===== src/rtl/pulse_stretch.sv =====
// pulse_stretch: regenerates one-cycle strobes as output pulses that are
// HIGH_CYCLES wide and followed by at least GAP_CYCLES low cycles.
// Strobes that arrive while a pulse is running are counted and replayed
// back-to-back, up to MAX_PENDING. When the count is already at
// MAX_PENDING, a new strobe is dropped and a one-cycle overflow flag is raised.
//
// Optional feature macro: PULSE_RETRIGGER_EN
//   defined   : a strobe during HIGH restarts the high count, which extends
//               the current pulse; it does not change pending or overflow.
//   undefined : a strobe during HIGH is queued like any other busy strobe.
//
// state | meaning
// ------+-----------------------------------------------------------
// IDLE  | no pulse in progress, waiting for pulse_in
// HIGH  | level_out high, cnt counts down the remaining high cycles
// GAP   | level_out low, cnt counts down the remaining gap cycles;
//       | on the last gap cycle a queued or simultaneous strobe
//       | starts the next pulse immediately
module pulse_stretch #(
    parameter int HIGH_CYCLES = 4,
    parameter int GAP_CYCLES  = 2,
    parameter int MAX_PENDING = 3,
    parameter int PW          = $clog2(MAX_PENDING + 1)
) (
    input  logic          clk,
    input  logic          rst_n,
    input  logic          pulse_in,
    output logic          level_out,
    output logic          busy,
    output logic [PW-1:0] pending,
    output logic          overflow
);

    localparam int CMAX = (HIGH_CYCLES > GAP_CYCLES) ? HIGH_CYCLES : GAP_CYCLES;
    localparam int CW   = (CMAX > 1) ? $clog2(CMAX) : 1;

    localparam logic [CW-1:0] HIGH_LOAD = CW'(HIGH_CYCLES - 1);
    localparam logic [CW-1:0] GAP_LOAD  = CW'(GAP_CYCLES - 1);
    localparam logic [PW-1:0] PEND_MAX  = PW'(MAX_PENDING);

    typedef enum logic [1:0] {
        ST_IDLE = 2'd0,
        ST_HIGH = 2'd1,
        ST_GAP  = 2'd2
    } state_t;

    state_t          state_q, state_d;
    logic [CW-1:0]   cnt_q, cnt_d;
    logic [PW-1:0]   pending_q, pending_d;
    logic            level_q, level_d;
    logic            overflow_q, overflow_d;
    logic            queue_req;

    // State, counter and registered outputs; reset clears everything at once.
    always_ff @(posedge clk or negedge rst_n) begin
        if (!rst_n) begin
            state_q    <= ST_IDLE;
            cnt_q      <= '0;
            pending_q  <= '0;
            level_q    <= 1'b0;
            overflow_q <= 1'b0;
        end else begin
            state_q    <= state_d;
            cnt_q      <= cnt_d;
            pending_q  <= pending_d;
            level_q    <= level_d;
            overflow_q <= overflow_d;
        end
    end

    // Next state, counter and pending-queue update.
    always_comb begin
        state_d    = state_q;
        cnt_d      = cnt_q;
        pending_d  = pending_q;
        overflow_d = 1'b0;
        queue_req  = 1'b0;

        case (state_q)
            ST_IDLE: begin
                if (pulse_in) begin
                    state_d = ST_HIGH;
                    cnt_d   = HIGH_LOAD;
                end
            end

            ST_HIGH: begin
`ifdef PULSE_RETRIGGER_EN
                if (pulse_in) begin
                    cnt_d = HIGH_LOAD;
                end else if (cnt_q == '0) begin
                    state_d = ST_GAP;
                    cnt_d   = GAP_LOAD;
                end else begin
                    cnt_d = cnt_q - 1'b1;
                end
`else
                queue_req = pulse_in;
                if (cnt_q == '0) begin
                    state_d = ST_GAP;
                    cnt_d   = GAP_LOAD;
                end else begin
                    cnt_d = cnt_q - 1'b1;
                end
`endif
            end

            ST_GAP: begin
                if (cnt_q != '0) begin
                    cnt_d     = cnt_q - 1'b1;
                    queue_req = pulse_in;
                end else if (pending_q != '0) begin
                    // A strobe on this cycle replaces the one we dequeue.
                    state_d = ST_HIGH;
                    cnt_d   = HIGH_LOAD;
                    if (!pulse_in) begin
                        pending_d = pending_q - 1'b1;
                    end
                end else if (pulse_in) begin
                    state_d = ST_HIGH;
                    cnt_d   = HIGH_LOAD;
                end else begin
                    state_d = ST_IDLE;
                    cnt_d   = '0;
                end
            end

            default: begin
                state_d   = ST_IDLE;
                cnt_d     = '0;
                pending_d = '0;
            end
        endcase

        if (queue_req) begin
            if (pending_q < PEND_MAX) begin
                pending_d = pending_q + 1'b1;
            end else begin
                overflow_d = 1'b1;
            end
        end
    end

    // Outputs: level follows the next state so that it is registered, and
    // busy is decoded from the state register alone.
    always_comb begin
        level_d = (state_d == ST_HIGH);
        busy    = (state_q == ST_HIGH) || (state_q == ST_GAP);
    end

    assign level_out = level_q;
    assign pending   = pending_q;
    assign overflow  = overflow_q;

endmodule


===== config.mk =====
export PLATFORM = sky130hd
export DESIGN_NAME = pulse_stretch
export DESIGN_NICKNAME = d
export VERILOG_FILES = /design/src/rtl/pulse_stretch.sv
export SDC_FILE = /design/constraint.sdc
export NUM_CORES = 1
export LEC_CHECK = 0
export BUFFER_PORTS_ARGS = -buffer_cell sky130_fd_sc_hd__buf_4
export CAP_MARGIN = 5
export CORE_MARGIN = 2
export CORE_UTILIZATION = 25
export DETAILED_ROUTE_END_ITERATION = 10
export GPL_ROUTABILITY_DRIVEN = 0
export SETUP_SLACK_MARGIN = 0.02
export SLEW_MARGIN = 10
export SYNTH_ARGS = -nofsm -noshare
export SYNTH_HDL_FRONTEND = slang
export SYNTH_SLANG_ARGS = --single-unit

===== constraint.sdc =====
create_clock -name clk -period 3.55 [get_ports clk]
set_input_delay 0 -clock clk [delete_from_list [all_inputs] [get_ports clk]]
set_output_delay 0 -clock clk [all_outputs]
set_load 0.01 [all_outputs]

**Yosys cells after proc, flatten, opt, wreduce, memory -nomap -nowiden**

Index checks and enable logic that the tools add are counted.
W data, S select, Z words.

- Output and inout bits: 5
- Bits in registers: 8
- Input port bits: 3
- Word-level logic and storage cells: 41

- Multiplexer cells: 22
- Reductions and logical operators: 6
- $add $sub $neg: 3
- Equal/unequal tests: 4
- Magnitude comparators: 1

Operator list:

| kind | count |
|---|---|
| $mux W2 | 13 |
| $pmux W2 S3 | 2 |
| $mux W1 | 5 |
| $eq A2 B1 Y1 const B | 2 |
| $logic_not A2 Y1 | 2 |
| $pmux W2 S2 | 1 |
| $reduce_bool A2 Y1 | 2 |
| $sub A2 B1 Y2 const B | 2 |
| $add A2 B1 Y2 const B | 1 |
| $eq A2 B2 Y1 const B | 1 |
| $lt A2 B2 Y1 const B | 1 |
| $ne A2 B2 Y1 const B | 1 |
| $pmux W1 S2 | 1 |
| $reduce_or A2 Y1 | 1 |
| $logic_or A1 B1 Y1 | 1 |

**Depth between registers and ports, before layout**

- Word-level depth: 7
- Gate-level depth with buffers: 6
- Gate-level depth less buffers: 6

**Worst setup path before layout**

OpenSTA, ideal clock, no wires.

- Kind: reg2reg
- Start: register pending_q[0], in the netlist pending[0]
- End: register state_q[0]
- Path slack: 2011 ps
- Data arrival time: 1415 ps
- Cell stages (with the launch flop): 7
- Library setup time: 124 ps
- Path buffers: 0
- Data required time: 3426 ps
- Cells stage by stage: dfrtp_1 inv_1 ha_1 or4b_4 a22oi_2 o21a_1 nor2_1

- Word-level cells in the longest chain between the ends: 4

RTL lines:

| element | RTL line | source |
|---|---|---|
| start: declaration | 49 | `logic [PW-1:0] pending_q, pending_d;` |
| start signal: assignment | 65 | `pending_q <= pending_d;` |
| $reduce_bool A2 Y1 | 112 | `end else if (pending_q != '0) begin` |
| $mux W1 | 112 |  |
| $mux W2 | 109 | `if (cnt_q != '0) begin` |
| $pmux W2 S3 | 79 | `case (state_q)` |
| named net state_d[0] | 47 | `state_t state_q, state_d;` |
| end signal: assignment | 63 | `state_q <= state_d;` |
| end: declaration | 47 |  |

The timed path passes the listed nets, and every way through them passes these cells.
A chain may end at the register's enable or synchronous reset.

**Worst setup path after layout**

- Start: register state_q[0]
- End: register pending_q[0], in the netlist pending[0]

- Word-level cells in the longest chain between the ends: 5

RTL lines:

| element | RTL line | source |
|---|---|---|
| $eq A2 B1 Y1 or $logic_not A2 Y1 (tied branches) | 79 |  |
| $reduce_or A2 Y1 (no line) | n/a |  |
| $pmux W2 S2 | 79 |  |
| $mux W2 | 136 | `if (pending_q < PEND_MAX) begin` |
| $mux W2 * | 135 | `if (queue_req) begin` |
| named net pending_d[0] | 49 |  |

Mark *: on every way through the listed nets, which the timed path passes. The rest lies on a longest branch.

==> impl_table.tex <==
\begin{tabular}{lr}
\hline
Metric & Value \\
\hline
\multicolumn{2}{l}{\textbf{CTS}} \\
CTS clk-pin slew, worst paths & roughly 0.060 ns \\
Clock tree from TritonCTS & done \\
Number of resized instances in the post-cts repair step & 0 \\
Clock Latency Late Sink & 0.26 ns \\
Clock sink count & 8 \\
Number of CTS-inserted buffers & 3 \\
Root cell of the clock tree & clkbuf\_4 \\
H-tree depth & 1 \\
Largest buffer count on any clock path & 2 \\
\multicolumn{2}{l}{\textbf{STA}} \\
Fin Setup TNS & 0 ns \\
Final Skew & 0.00363 ns \\
Fin crit share & 47.4\% \\
Final number of max-transition violations & 0 \\
RSZ-0062 raised after global routing & no \\
Final setup viols & 0 \\
Max-Slew Margin vs Limit & 68.4\% \\
Slew at the pin closest to its max-slew limit & 0.470 ns \\
Hold violation total from the final report & 0 \\
Highest Clock Rate & 594 MHz \\
Shortest clock period the worst path allows after layout & $\sim$1.7 ns \\
\multicolumn{2}{l}{\textbf{Setup path}} \\
Cell-by-cell listing of the critical path & inv\_1, ha\_1, o211ai\_1, nor3\_1, nand3b\_1, o21ai\_0 \\
Launching point of the worst reg2reg path & state\_q[0] \\
Setup crit start kind & flop \\
Top cell family by delay on the critical path & simple AND/OR/NAND/NOR gates \\
Crit Path Max Fanout & 7 \\
Required time at the worst-slack endpoint & approximately 3.7 ns \\
Path type of the worst setup path & reg -> reg \\
CP arrival & 1.82 ns \\
Critical path endpoint category & flop \\
Count of buffer and inverter cells on the critical path & 1 \\
Delay contributed by the slowest stage of the critical path & between 0.4 and 0.5 ns \\
CP Launch Point & state\_q[0] \\
CP max stage cell & dfrtp\_1 \\
\multicolumn{2}{l}{\textbf{Yosys}} \\
Syn Nets & 71 \\
Main synth FF type & dfrtp\_1 \\
Dominant cell by count in the synthesized netlist & dfrtp\_1 \\
Part of the Yosys area used for sequential elements & 35.2\% \\
Number of warnings printed during yosys synthesis & 0 \\
Top cells by instance count after synthesis & dfrtp\_1 (8), ha\_1 (6), inv\_1 (5), nor2\_1 (5), o21ai\_0 (5) \\
Asr flop ratio synth & 100\% \\
Fraction of post-synthesis cell area in the top cell type by area & a little over a third \\
Post-Syn Area & 569 µm² \\
Number of flops mapped to enable cells by yosys & 0 \\
Post-synthesis cell type with the largest combined area & dfrtp\_1 \\
Dominant cells by area after synthesis & dfrtp\_1 (35\%), ha\_1 (13\%), o21ai\_0 (4.4\%) \\
Number of standard cells after synthesis & 62 \\
Post-Syn Area per Cell & slightly above 9 µm² \\
\#FFs+latches synth & 8 \\
Unique cell type count in the Yosys netlist & 26 \\
\multicolumn{2}{l}{\textbf{Global route}} \\
Most congested layer reported by global routing & met2 \\
Overall routing resource usage & 9.76\% \\
Number of global-route vias before repair & 419 \\
Wire length of the first global-routing pass & 1910 µm \\
Remaining global-route overflow & 0 \\
Number of antenna violations at the first check in global routing & 0 \\
Grt met3 use & 3.45\% \\
Maximum number of pins on one net before global-route repair & 11 \\
Met1 track demand over resource & about an eighth \\
Met2 usage in global routing & 14.3\% \\
\multicolumn{2}{l}{\textbf{Cells and area}} \\
Number of nets in the layout & 82 \\
Proportion of layout cells with a drive suffix above 1 & 21.1\% \\
Number of non-filler instances in the completed layout & 99 \\
Count of inserted antenna diode cells & 0 \\
Share of the core filled with cells & a little under a third \\
Storage cell area & 200 µm² \\
Area growth from synthesis to layout & 17.1\% \\
Combined area of the multi-input logic cells & 328 µm² \\
Filler cell count & 231 \\
\multicolumn{2}{l}{\textbf{Floorplan}} \\
Initial core utilization & 26.0\% \\
Core box area & 2190 µm² \\
Die area & 2670 µm² \\
Width of the die & 51.7 µm \\
Cell row count & 17 \\
Boundary pin count & 8 \\
Die extent in y & 51.7 µm \\
\multicolumn{2}{l}{\textbf{Power and ir drop}} \\
Internal Dissipation & 0.000313 W \\
LEAKAGE & 0.294 nW \\
Switching power total & 0.000239 W \\
Peak supply drop & 0.326 mV \\
Share of total power in combinational logic & 55.3\% \\
Proportion of power drawn by the clock network & about an eighth \\
Power per standard cell area & 828 nW/µm² \\
Sequential Power Share & between 30\% and 40\% \\
Total power after layout & 0.000552 W \\
Proportion of total power due to net switching & 43.3\% \\
\multicolumn{2}{l}{\textbf{Placed design}} \\
Post-detailed-placement half-perimeter wirelength & 848 µm \\
Placed cell count & 95 \\
\# port buffers & 7 \\
\multicolumn{2}{l}{\textbf{Drt}} \\
Post-route ant nets & 0 \\
Routed vias & approximately 470 \\
DRC violations left & 0 \\
TritonRoute pass-1 iters & 1 \\
DR WL/cell & 11.5 µm \\
Routed WL & 1140 µm \\
Count of routing violations after the opening detailed-route iteration & 0 \\
Via density & 4.78 \\
\multicolumn{2}{l}{\textbf{Job}} \\
Maxcap violations & 0 \\
\multicolumn{2}{l}{\textbf{Hold path}} \\
Tightest Hold Check Type & in -> reg \\
Startpoint of the lowest-slack hold path & pulse\_in \\
\multicolumn{2}{l}{\textbf{Run status}} \\
Result of the run & completed \\
\hline
\end{tabular}
==> power groups by stage <==
stage	clock, W	sequential [W]	combinational (W)
global placement	0	0.000176	0.000304
finish	0.0000720	0.000175	0.000305
CTS	0.0000748	0.000175	0.000308
detailed placement	0	0.000176	0.000305
floorplan	0	0.000157	0.000261
global route	0.0000812	0.000185	0.000346
==> flip-flops by register name, summed over array words and instances (netlist names) <==
| register | flops |
|---|---|
| pending | 2 |
| cnt_q | 2 |
| level_out | 1 |
| overflow | 1 |
| state_q | 2 |
==> through the flow <==
step | cell area (µm²) | setup WS (ns) | hold slack, ns
floorplan | 569 | 2.01 | -0.296
CTS | 667 | 1.90 | 0.0978
global placement | 634 | 1.95 | -0.170
global route | 667 | 1.73 | 0.119
detailed placement | 634 | 1.92 | -0.172
finish | 667 | 1.87 | 0.0949
==> path summary, 6_finish.rpt <==
kind / to / slack [ns] / depth (start not counted)
min in group asynchronous: level_out / 0.10 / 2
worst max-delay path: pending[0] / 1.87 / 6
worst min register to register: pending[0] / 0.56 / 1
worst min-delay path: cnt_q[1] / 0.09 / 4
worst max register to register: pending[0] / 1.87 / 6
max in group asynchronous: cnt_q[0] / 3.31 / 2
==> cell type report <==
type	instances	share of cell area [%]
Multi-Input combinational cell	47	49.2
Sequential cell	8	30.0
Timing Repair Buffer	8	9.38
Tap cell	28	5.25
Clock buffer	3	3.38
Inverter	5	2.81
==> cells in the final DEF (no fill, tap or decap), drive strengths merged <==
cell type	count
nor4	1
or4b	1
a31oi	1
o21a	2
nor2	5
nand2	4
nand3b	2
nand3	1
o31ai	1
mux2	1
nand2b	1
a21oi	4
nor2b	2
clkbuf	3
or2	1
inv	5
o211ai	1
a31o	1
ha	6
dfrtp	8
o41ai	1
o21ai	5
nor3b	2
nor3	2
buf	7
o22ai	1
dlygate4sd3	1
a22oi	1
==> per-layer routing <==
layer  wire length [µm]  share of wire (%)  vias to the layer above
li1                   -                  -                      243
met1                544                 48                      216
met2                528                 46                       10
met3                 52                4.6                        4
met4                 11               0.97                        0
met5                  0                  0                        -
==> tightest hold or removal path: stages <==
cell and delay (ns):
buf_4 0.12, nor2b_1 0.07, nand2_1 0.06, o31ai_1 0.06
==> what timing repair did <==
action,CTS,global route
hold buffers,1,0
endpoints found under the hold margin,8,0
buffers inserted,0,0
==> cell families after synthesis <==
kind of cell / Yosys count / synth area share (%)
adders and majority gates: 6 / 13.2
AOI/OAI and AO/OA: 18 / 20.7
DFF: 8 / 35.2
muxes: 1 / 1.98
and+or+nand+nor: 22 / 21.8
buffers and inverters: 7 / 7.25
Note: power is estimated with default switching activity, not from simulation.
